[src/rtl/adc_pkg.sv]
// Shared definitions for the multi-lane ADC averager: FSM encoding,
// default-configuration widths and a lane-index width helper.
package adc_pkg;

  typedef enum logic [1:0] {
    ST_IDLE  = 2'd0,
    ST_ACCUM = 2'd1,
    ST_SCALE = 2'd2,
    ST_EMIT  = 2'd3
  } state_t;

  // Widths for the default configuration (12-bit ADC, 2**10 samples, Q16.48, 4 lanes).
  localparam int ACC_W = 12 + 10;
  localparam int FRAC  = 64 - 16;
  localparam int CH_W  = 2;

  // Lane tag width; a single-lane build still carries a 1-bit tag.
  function automatic int ch_width(input int n);
    return (n <= 1) ? 1 : $clog2(n);
  endfunction

endpackage

[src/rtl/adc_scale_mult.sv]
// Shared scaler: average times fixed-point gain, post-shift and saturate.
module adc_scale_mult #(
  parameter int AVG_W      = 22,
  parameter int FP_WIDTH   = 64,
  parameter int FRAC       = 48,
  parameter int GAIN_SHIFT = 11
) (
  input  logic [AVG_W-1:0]    avg,
  input  logic [FP_WIDTH-1:0] gain,
  output logic [FP_WIDTH-1:0] res,
  output logic                sat
);

  localparam int PW = AVG_W + FRAC + FP_WIDTH;

  logic [PW-1:0] prod;
  logic [PW-1:0] shf;

  // The average is promoted to the gain's fixed-point format before the
  // multiply; the FRAC zero bits fall straight back out of the shift, so
  // synthesis only builds an AVG_W x FP_WIDTH multiplier.
  assign prod = (PW'(avg) << FRAC) * PW'(gain);
  assign shf  = prod >> (FRAC + GAIN_SHIFT);
  assign sat  = |shf[PW-1:FP_WIDTH];
  assign res  = sat ? '1 : shf[FP_WIDTH-1:0];

endmodule

[src/rtl/adc_multi_avg.sv]
// Multi-lane ADC averager: accumulate 2**LOG2_SAMPS samples per lane, then
// scale each lane average by its gain and stream the results out one lane
// at a time with a channel tag.
module adc_multi_avg
  import adc_pkg::*;
#(
  parameter int NUM_CH     = 4,
  parameter int ADC_WIDTH  = 12,
  parameter int LOG2_SAMPS = 10,
  parameter int FP_WIDTH   = 64,
  parameter int INT_WIDTH  = 16,
  parameter int GAIN_SHIFT = 11
) (
  input  logic                          ADC_CLK,
  input  logic                          RST,
  input  logic                          enable,
  input  logic                          continuous,
  input  logic                          ADC_VALID,
  input  logic [NUM_CH*ADC_WIDTH-1:0]   ADC_DATA_IN,
  input  logic [NUM_CH*FP_WIDTH-1:0]    GAIN_IN,
  output logic [FP_WIDTH-1:0]           OUT_DATA,
  output logic [ch_width(NUM_CH)-1:0]   OUT_CH,
  output logic                          OUT_VALID,
  input  logic                          OUT_READY,
  output logic                          BUSY,
  output logic                          DONE,
  output logic                          SAT
);

  localparam int AW = ADC_WIDTH + LOG2_SAMPS;
  localparam int FW = FP_WIDTH - INT_WIDTH;
  localparam int CW = ch_width(NUM_CH);

  state_t                           state;
  logic [LOG2_SAMPS-1:0]            cnt;
  logic [CW-1:0]                    lane;
  logic                             cont_q;
  logic [NUM_CH-1:0][FP_WIDTH-1:0]  gain_q;
  logic [NUM_CH-1:0][AW-1:0]        acc;
  logic                             hs, last_lane, acc_en, acc_clr;
  logic [AW-1:0]                    avg;
  logic [FP_WIDTH-1:0]              res;
  logic                             res_sat;

  // Handshake, frame-start clear and lane-select decode.
  always_comb begin
    hs        = OUT_VALID & OUT_READY;
    last_lane = (lane == CW'(NUM_CH - 1));
    acc_en    = (state == ST_ACCUM) && enable && ADC_VALID;
    acc_clr   = ((state == ST_IDLE) && enable) ||
                ((state == ST_EMIT) && hs && last_lane && cont_q && enable);
    avg       = acc[lane] >> LOG2_SAMPS;
  end

  for (genvar k = 0; k < NUM_CH; k++) begin : g_lane
    logic [AW-1:0] acc_r;
    // Per-lane accumulator; wide enough that a full frame never wraps.
    always_ff @(posedge ADC_CLK) begin
      if (RST || acc_clr) acc_r <= '0;
      else if (acc_en)    acc_r <= acc_r + AW'(ADC_DATA_IN[k*ADC_WIDTH +: ADC_WIDTH]);
    end
    assign acc[k] = acc_r;
  end

  adc_scale_mult #(
    .AVG_W(AW), .FP_WIDTH(FP_WIDTH), .FRAC(FW), .GAIN_SHIFT(GAIN_SHIFT)
  ) u_mult (
    .avg(avg), .gain(gain_q[lane]), .res(res), .sat(res_sat)
  );

  assign BUSY = (state != ST_IDLE);

  // Frame sequencing with registered stream outputs.
  always_ff @(posedge ADC_CLK) begin
    if (RST) begin
      state     <= ST_IDLE;
      cnt       <= '0;
      lane      <= '0;
      cont_q    <= 1'b0;
      gain_q    <= '0;
      OUT_DATA  <= '0;
      OUT_CH    <= '0;
      OUT_VALID <= 1'b0;
      DONE      <= 1'b0;
      SAT       <= 1'b0;
    end else begin
      DONE <= 1'b0;
      case (state)
        ST_IDLE: if (enable) begin
          state  <= ST_ACCUM;
          cnt    <= '0;
          lane   <= '0;
          SAT    <= 1'b0;
          gain_q <= GAIN_IN;
          cont_q <= continuous;
        end
        ST_ACCUM: begin
          if (!enable) state <= ST_IDLE;
          else if (ADC_VALID) begin
            cnt <= cnt + 1'b1;
            if (&cnt) begin
              state <= ST_SCALE;
              lane  <= '0;
            end
          end
        end
        ST_SCALE: begin
          if (!enable) state <= ST_IDLE;
          else begin
            OUT_DATA  <= res;
            OUT_CH    <= lane;
            OUT_VALID <= 1'b1;
            if (res_sat) SAT <= 1'b1;
            state     <= ST_EMIT;
          end
        end
        ST_EMIT: if (hs) begin
          OUT_VALID <= 1'b0;
          if (last_lane) begin
            DONE <= 1'b1;
            // Re-arm in place so continuous mode loses no cycle in IDLE.
            if (cont_q && enable) begin
              state  <= ST_ACCUM;
              cnt    <= '0;
              lane   <= '0;
              SAT    <= 1'b0;
              gain_q <= GAIN_IN;
              cont_q <= continuous;
            end else begin
              state <= ST_IDLE;
            end
          end else if (!enable) begin
            state <= ST_IDLE;
          end else begin
            lane  <= lane + 1'b1;
            state <= ST_SCALE;
          end
        end
        default: state <= ST_IDLE;
      endcase
    end
  end

endmodule
[config.mk]
export PLATFORM = sky130hd
export DESIGN_NAME = adc_multi_avg
export DESIGN_NICKNAME = d
export VERILOG_FILES = /design/src/rtl/adc_pkg.sv /design/src/rtl/adc_scale_mult.sv /design/src/rtl/adc_multi_avg.sv
export SDC_FILE = /design/constraint.sdc
export NUM_CORES = 2
export LEC_CHECK = 0
export BUFFER_PORTS_ARGS = -buffer_cell sky130_fd_sc_hd__buf_2
export CAP_MARGIN = 20
export CORE_MARGIN = 2
export CORE_UTILIZATION = 50
export CTS_CLUSTER_SIZE = 12
export DETAILED_ROUTE_END_ITERATION = 8
export PLACE_DENSITY = 0.69
export SLEW_MARGIN = 20
export SYNTH_ARGS = -nofsm -noshare
export SYNTH_HDL_FRONTEND = slang
export SYNTH_SLANG_ARGS = --single-unit
[constraint.sdc]
create_clock -name ADC_CLK -period 10.8 [get_ports ADC_CLK]
set_input_delay 0.54 -clock ADC_CLK [delete_from_list [all_inputs] [get_ports ADC_CLK]]
set_output_delay 0.54 -clock ADC_CLK [all_outputs]
set_load 0.02 [all_outputs]
-- Yosys cells after proc, flatten, opt, wreduce, memory -nomap -nowiden
Cells that the tools add are included.
- flip-flop bits (word level): 428
- word-level logic and storage cells: 123
- output and inout port bits: 70
- input bits: 310
- $mul: 1
- bitwise operators: 3
- multiplexer cells: 52
- add/subtract/negate cells: 6
- eq/ne operators: 17
- reduce and logical (&&, ||, !) cells: 26
- order comparisons: 1
- operators with widths (kind ; number):
    $mux 256 ; 4
    $pmux 256 s2 ; 1
    $bmux 64 s2 ; 1
    $mux 64 ; 2
    $add 22x12->22 ; 4
    $mul 12x64->76 ; 1
    $mux 10 ; 6
    $bmux 22 s2 ; 1
    $mux 2 ; 16
    $pmux 10 s3 ; 1
    $mux 22 ; 1
    $mux 1 ; 14
    $reduce_and 7->1 ; 2
    $ne 2x2->1 const B ; 6
    $reduce_or 11->1 ; 1
    $add 10x1->10 const B ; 1
    $reduce_and 10->1 ; 1
    $logic_and 1x1->1 ; 8
    $pmux 2 s4 ; 1
    $reduce_and 8->1 ; 1
    $eq 2x2->1 const B ; 3
    $ne 2x1->1 const B ; 3
    $ne 3x2->1 const B ; 2
    $ne 3x3->1 const B ; 2
    17 further kinds ; 23

-- Depth between registers and ports, before layout
- word-level depth: 7
- gate-level depth with buffers: 29
- mapped depth without buffers: 24

-- Modules after synthesis
Synthesis repeated with hierarchy kept, for this count alone.
- cells, all modules: 7353
- area total of the unflattened synthesis: 63299.5 um^2
- by module, submodules not included (module ; cells an instance ; area an instance (um^2) ; sequential area each (um^2) ; times used):
    adc_scale_mult ; 5029 ; 43917.1 ; 0.0 ; 1
    adc_multi_avg ; 2324 ; 19382.3 ; 8568.2 ; 1

-- Worst setup path after synthesis
Ideal clock, no wire load.
- path type: register -> register
- start: register lane[1]
- end: register OUT_DATA[52]
- period minus slack after synthesis: 7.713 ns
- slack: 3.087 ns
- stages on the path, launching flop included: 29
- buffers on the path: 6
- data required time: 10.664 ns
- setup time: 0.136 ns
- arrival time: 7.578 ns
- path through: dfxtp_1 > buf_1 > clkbuf_1 > clkbuf_1 > mux4_2 > clkbuf_1 > and2_1 > fa_1 > inv_1 > fa_1 > fa_1 > inv_1 > fa_1 > inv_1 > fa_1 > inv_1 > ha_1 > clkbuf_1 > a21oi_1 > o21ai_0 > a221o_1 > a2111oi_2 > nand3_2 > a31oi_4 > nor3_1 > or3_4 > a21oi_4 > buf_6 > a211oi_1
- longest elaborated chain between the ends: 5
- elaborated cells on any way between the ends: 7
- those cells by class: 1 x mul; 5 x mux; 1 x reduce/logical
- RTL lines (item ; RTL line ; source):
    from (decl) ; adc_multi_avg.sv:36 ; logic [CW-1:0] lane;
    from (signal assigned) ; adc_multi_avg.sv:135 ; lane <= lane + 1'b1;
    $bmux 22 s2 / $bmux 64 s2 (equally long branches) ; adc_multi_avg.sv:52, adc_multi_avg.sv:68 ;
    $mux 22 (implied by the code) / $mux 64 (equally long branches) ; adc_multi_avg.sv:52, adc_multi_avg.sv:68 ;
    $mul 12x64->76 * ; adc_scale_mult.sv:22 ; assign prod = (PW'(avg) << FRAC) * PW'(gain);
    $reduce_or 11->1 ; adc_scale_mult.sv:24 ; assign sat = |shf[PW-1:FP_WIDTH];
    $mux 64 * ; adc_scale_mult.sv:25 ; assign res = sat ? '1 : shf[FP_WIDTH-1:0];
    to (signal assigned) ; adc_multi_avg.sv:110 ; OUT_DATA <= res;
    to (decl) ; adc_multi_avg.sv:21 ; output logic [FP_WIDTH-1:0] OUT_DATA,
Every way passes the cells marked *; elsewhere a longest branch is shown, timed or not. The select of a mux whose other input is x is not followed.
A chain may end at the register's enable or synchronous reset.

-- Worst setup path after layout
- start: register lane[0]
- end: register OUT_DATA[59]
Same word-level chain as after synthesis.

==> results_tabular.tex <==
\begin{tabular}{lr}
\hline
Metric & Value \\
\hline
\multicolumn{2}{l}{\textbf{Status}} \\
Run status & finished clean \\
\multicolumn{2}{l}{\textbf{Place}} \\
Area of placed instances & 45000 µm² \\
Post-DP HPWL & 94000 µm \\
IO buf count & 379 \\
Routability congestion estimate from global placement & 0.922 \\
\multicolumn{2}{l}{\textbf{Power and ir drop}} \\
Static Leak & 20.8 nW \\
Cell Pwr Density & 82.3 nW/µm² \\
VDD IR-drop max & 128 µV \\
\multicolumn{2}{l}{\textbf{Timing}} \\
Worst slew margin & 0.220 \\
Total Neg Setup Slack & 0 ns \\
Actual slew at the worst max-slew pin & 1.17 ns \\
Unrepaired setup endpoints after global routing & false \\
Fin crit share & 0.825 \\
Count of final hold-check violations & 0 \\
Number of endpoints failing setup at the final stage & 0 \\
Maximum operating frequency & 0.112 GHz \\
Final setup skew & 0.0167 ns \\
Final count of pins violating max slew & 0 \\
Final critical-path required period & 8.91 ns \\
\multicolumn{2}{l}{\textbf{Worst setup path}} \\
CP cell instances & buf\_4, mux4\_2, and2\_1, fa\_1, inv\_1, fa\_1, fa\_1, inv\_1, fa\_1, inv\_1, fa\_1, inv\_1, ha\_1, a21oi\_1, o21ai\_0, a221o\_1, a2111oi\_2, nand3\_2, a31oi\_4, nor3\_1, or3\_4, a21oi\_4, o311ai\_0 \\
Crit path buf inv count & 5 \\
CP most frequent cell & sky130\_fd\_sc\_hd\_\_fa\_1 \\
Worst setup EP type & register \\
Category of the most critical setup path & reg -> reg \\
Critical path launch point type & register \\
Arrival time of data at the critical path endpoint & 9.35 ns \\
Critical path required time & 11.24 ns \\
Cell class contributing the biggest share of worst-path delay & adder cells \\
Worst path slowest cell & sky130\_fd\_sc\_hd\_\_a21oi\_4 \\
Max incr delay on CP & 0.81 ns \\
Worst-path fanout max & 39 \\
\multicolumn{2}{l}{\textbf{GRT}} \\
Wire length of the first global-routing pass & 197000 µm \\
Number of antenna violations at the first check in global routing & 20 \\
Global routing usage on met2 & 0.445 \\
Number of global-route vias before repair & 35800 \\
Pin count of the biggest net entering global routing & 124 \\
Leftover overflow at the end of global routing & 0 \\
Most congested layer reported by global routing & met2 \\
Met1 Resource Use GR & 0.408 \\
Met3 layer usage reported by global route & 0.0593 \\
Global routing usage summed across all routing layers & 0.285 \\
\multicolumn{2}{l}{\textbf{Worst hold path}} \\
Class of the tightest hold or removal check & in -> reg \\
\multicolumn{2}{l}{\textbf{Die}} \\
Number of rows in the core area & 107 \\
Total I/O pin count & 380 \\
Die width & 296 µm \\
Overall die area & 87700 µm² \\
Floorplan core area & 84900 µm² \\
Starting density of the core & 0.503 \\
Die span in y & 296 µm \\
\multicolumn{2}{l}{\textbf{Logic synthesis}} \\
Share of the synthesized area in the top cell type & 0.292 \\
FFs w/ async S/R, synth & 0 \\
Mean post-synth cell area & 8.33 µm² \\
Netlist area before placement & 42700 µm² \\
Cell taking the most area after synthesis & sky130\_fd\_sc\_hd\_\_fa\_1 \\
Register bit count reported by yosys & 428 \\
Count of different cell masters after synthesis & 79 \\
Number of cells produced by synthesis & 5121 \\
Number of warnings reported in the yosys synthesis log & 0 \\
Count of flip-flops with a built-in enable after synthesis & 0 \\
Post-synthesis sequential area ratio & 0.201 \\
Net count of the mapped netlist & 6214 \\
Synth top area cells & sky130\_fd\_sc\_hd\_\_fa\_1, sky130\_fd\_sc\_hd\_\_dfxtp\_1, sky130\_fd\_sc\_hd\_\_nand2\_1 \\
Synth Flop Type & sky130\_fd\_sc\_hd\_\_dfxtp\_1 \\
\multicolumn{2}{l}{\textbf{Clocking}} \\
Number of buffers created by CTS & 48 \\
CTS max path bufs & 3 \\
Root buffer cell & sky130\_fd\_sc\_hd\_\_clkbuf\_16 \\
Max H-tree Level & 2 \\
Quantity of hold-fixing buffers added after cts & 0 \\
Latest clock arrival within the worst-skew pair & 0.62 ns \\
Post-CTS setup buffers & 0 \\
Cts repair resizes & 0 \\
Clock transition at the register clock pins on the worst setup and hold paths after CTS & 0.06 ns \\
TritonCTS clock tree & yes \\
\# clock sinks & 428 \\
\multicolumn{2}{l}{\textbf{Drt}} \\
Detailed-route vias per instance & 5.55 \\
Overall via count from detail\_route & 35700 \\
Final antenna-violating net count & 0 \\
DRT Pass-1 Iters & 5 \\
Initial drt markers & 3109 \\
Wire length after detailed routing & 125000 µm \\
Average routed wire per standard cell & 19.4 µm \\
Post-route DRC violation count & 0 \\
\multicolumn{2}{l}{\textbf{Cells and area}} \\
\# nets final & 6334 \\
Post-route cell area & 46600 µm² \\
Area growth from synthesis to layout & 9.17\% \\
\# fillers & 7985 \\
Share of layout cells above drive strength 1 & 0.112 \\
\multicolumn{2}{l}{\textbf{Flow run}} \\
Max-cap check violation count & 0 \\
\hline
\end{tabular}
==> worst paths after layout <==
path	start	to	slack, ns	depth (start not counted)
hold reg to reg	gain_q[136]	gain_q[136]	0.45	2
setup / recovery	lane[0]	OUT_DATA[59]	1.89	23
hold / removal	GAIN_IN[236]	gain_q[236]	0.16	3
setup reg to reg	lane[0]	OUT_DATA[59]	1.89	23
==> cells in the mapped netlist, types with 16 or more instances <==
cell                       instances
sky130_fd_sc_hd__nand2_1        1237
sky130_fd_sc_hd__a21oi_1         435
sky130_fd_sc_hd__nand3_1          46
sky130_fd_sc_hd__nand4_1          32
sky130_fd_sc_hd__or4_1            22
sky130_fd_sc_hd__ha_1            160
sky130_fd_sc_hd__nor2b_1          16
sky130_fd_sc_hd__xor2_1           37
sky130_fd_sc_hd__inv_1           701
sky130_fd_sc_hd__o21bai_1         24
sky130_fd_sc_hd__and2_1          217
sky130_fd_sc_hd__nor3_1           41
sky130_fd_sc_hd__xnor2_1          62
sky130_fd_sc_hd__mux4_2           74
sky130_fd_sc_hd__fa_1            623
sky130_fd_sc_hd__a21o_1           61
sky130_fd_sc_hd__clkbuf_1        316
sky130_fd_sc_hd__or3_1            24
sky130_fd_sc_hd__o21ai_0          87
sky130_fd_sc_hd__nor2_1          177
sky130_fd_sc_hd__a311oi_1         28
sky130_fd_sc_hd__a211oi_1         46
sky130_fd_sc_hd__dfxtp_1         428
sky130_fd_sc_hd__and3_1           27
==> per-stage QoR <==
step	hold WS, ns	setup slack, ns	util	power, mW	instances
floorplan	0.433	3.09	-	2.02	5121
global placement	0.440	2.00	0.530	2.21	6335
detailed placement	0.444	1.87	0.530	2.22	6335
CTS	0.137	1.86	0.549	3.86	6417
global route	0.149	1.37	0.549	3.98	6428
finish	0.157	1.89	0.549	3.84	6428
==> registers in the layout, summed over array words and instances (netlist names), 2 cells and up <==
register	cells
OUT_CH	2
gain_q	256
lane	2
g_lane.acc_r	88
OUT_DATA	64
cnt	10
state	2
==> cell type report <==
type                            instances  area [µm²]  area share
Antenna cell                           11        27.5    0.000591
Clock buffer                           73        1410      0.0302
Clock inverter                          9         159     0.00341
Inverter                              701        2630      0.0565
Multi-Input combinational cell       3654       30200       0.649
Sequential cell                       428        8580       0.184
Tap cell                             1144        1430      0.0307
Timing Repair Buffer                  408        2120      0.0456
==> layer usage <==
metal / wire length, µm / part of all wire
met5: 69 / 0.00055
met4: 2640 / 0.021
met3: 11000 / 0.088
met2: 56100 / 0.45
met1: 55000 / 0.44
==> cells in the final DEF, fill, tap and decap left out, drive strengths merged, types with 22 or more instances in the layout <==
cell	instances
nand2	1238
inv	703
fa	623
a21oi	436
dfxtp	428
buf	408
and2	219
nor2	177
ha	160
o21ai	94
mux4	74
clkbuf	73
xnor2	62
a21o	61
a211oi	47
nand3	47
nor3	41
xor2	37
nand4	32
a311oi	28
and3	27
or3	25
o21bai	24
or4	22
==> worst min-delay path: cells and delay by family <==
| family | cells | cell delay [ns] |
|---|---|---|
| AO/OA/AOI/OAI | 1 | 0.05 |
| buffers and inverters | 1 | 0.09 |
| AND/OR/NAND/NOR | 1 | 0.04 |
==> where the power goes <==
| part | total (mW) | leakage [nW] | internal [mW] | switching [mW] |
|---|---|---|---|---|
| Combinational | 0.482 | 16.6 | 0.156 | 0.326 |
| Clock | 1.65 | 0.761 | 0.946 | 0.701 |
| Sequential | 1.71 | 3.49 | 1.66 | 0.0487 |
==> cells by family after synthesis <==
kind of cell | share of synthesized area
fa+ha+maj | 0.339
buf+inv | 0.0921
mux | 0.0415
flops | 0.201
compound gates | 0.114
simple gates | 0.192
xor+xnor | 0.0203
No activity file was read; power rests on OpenSTA's default activity.
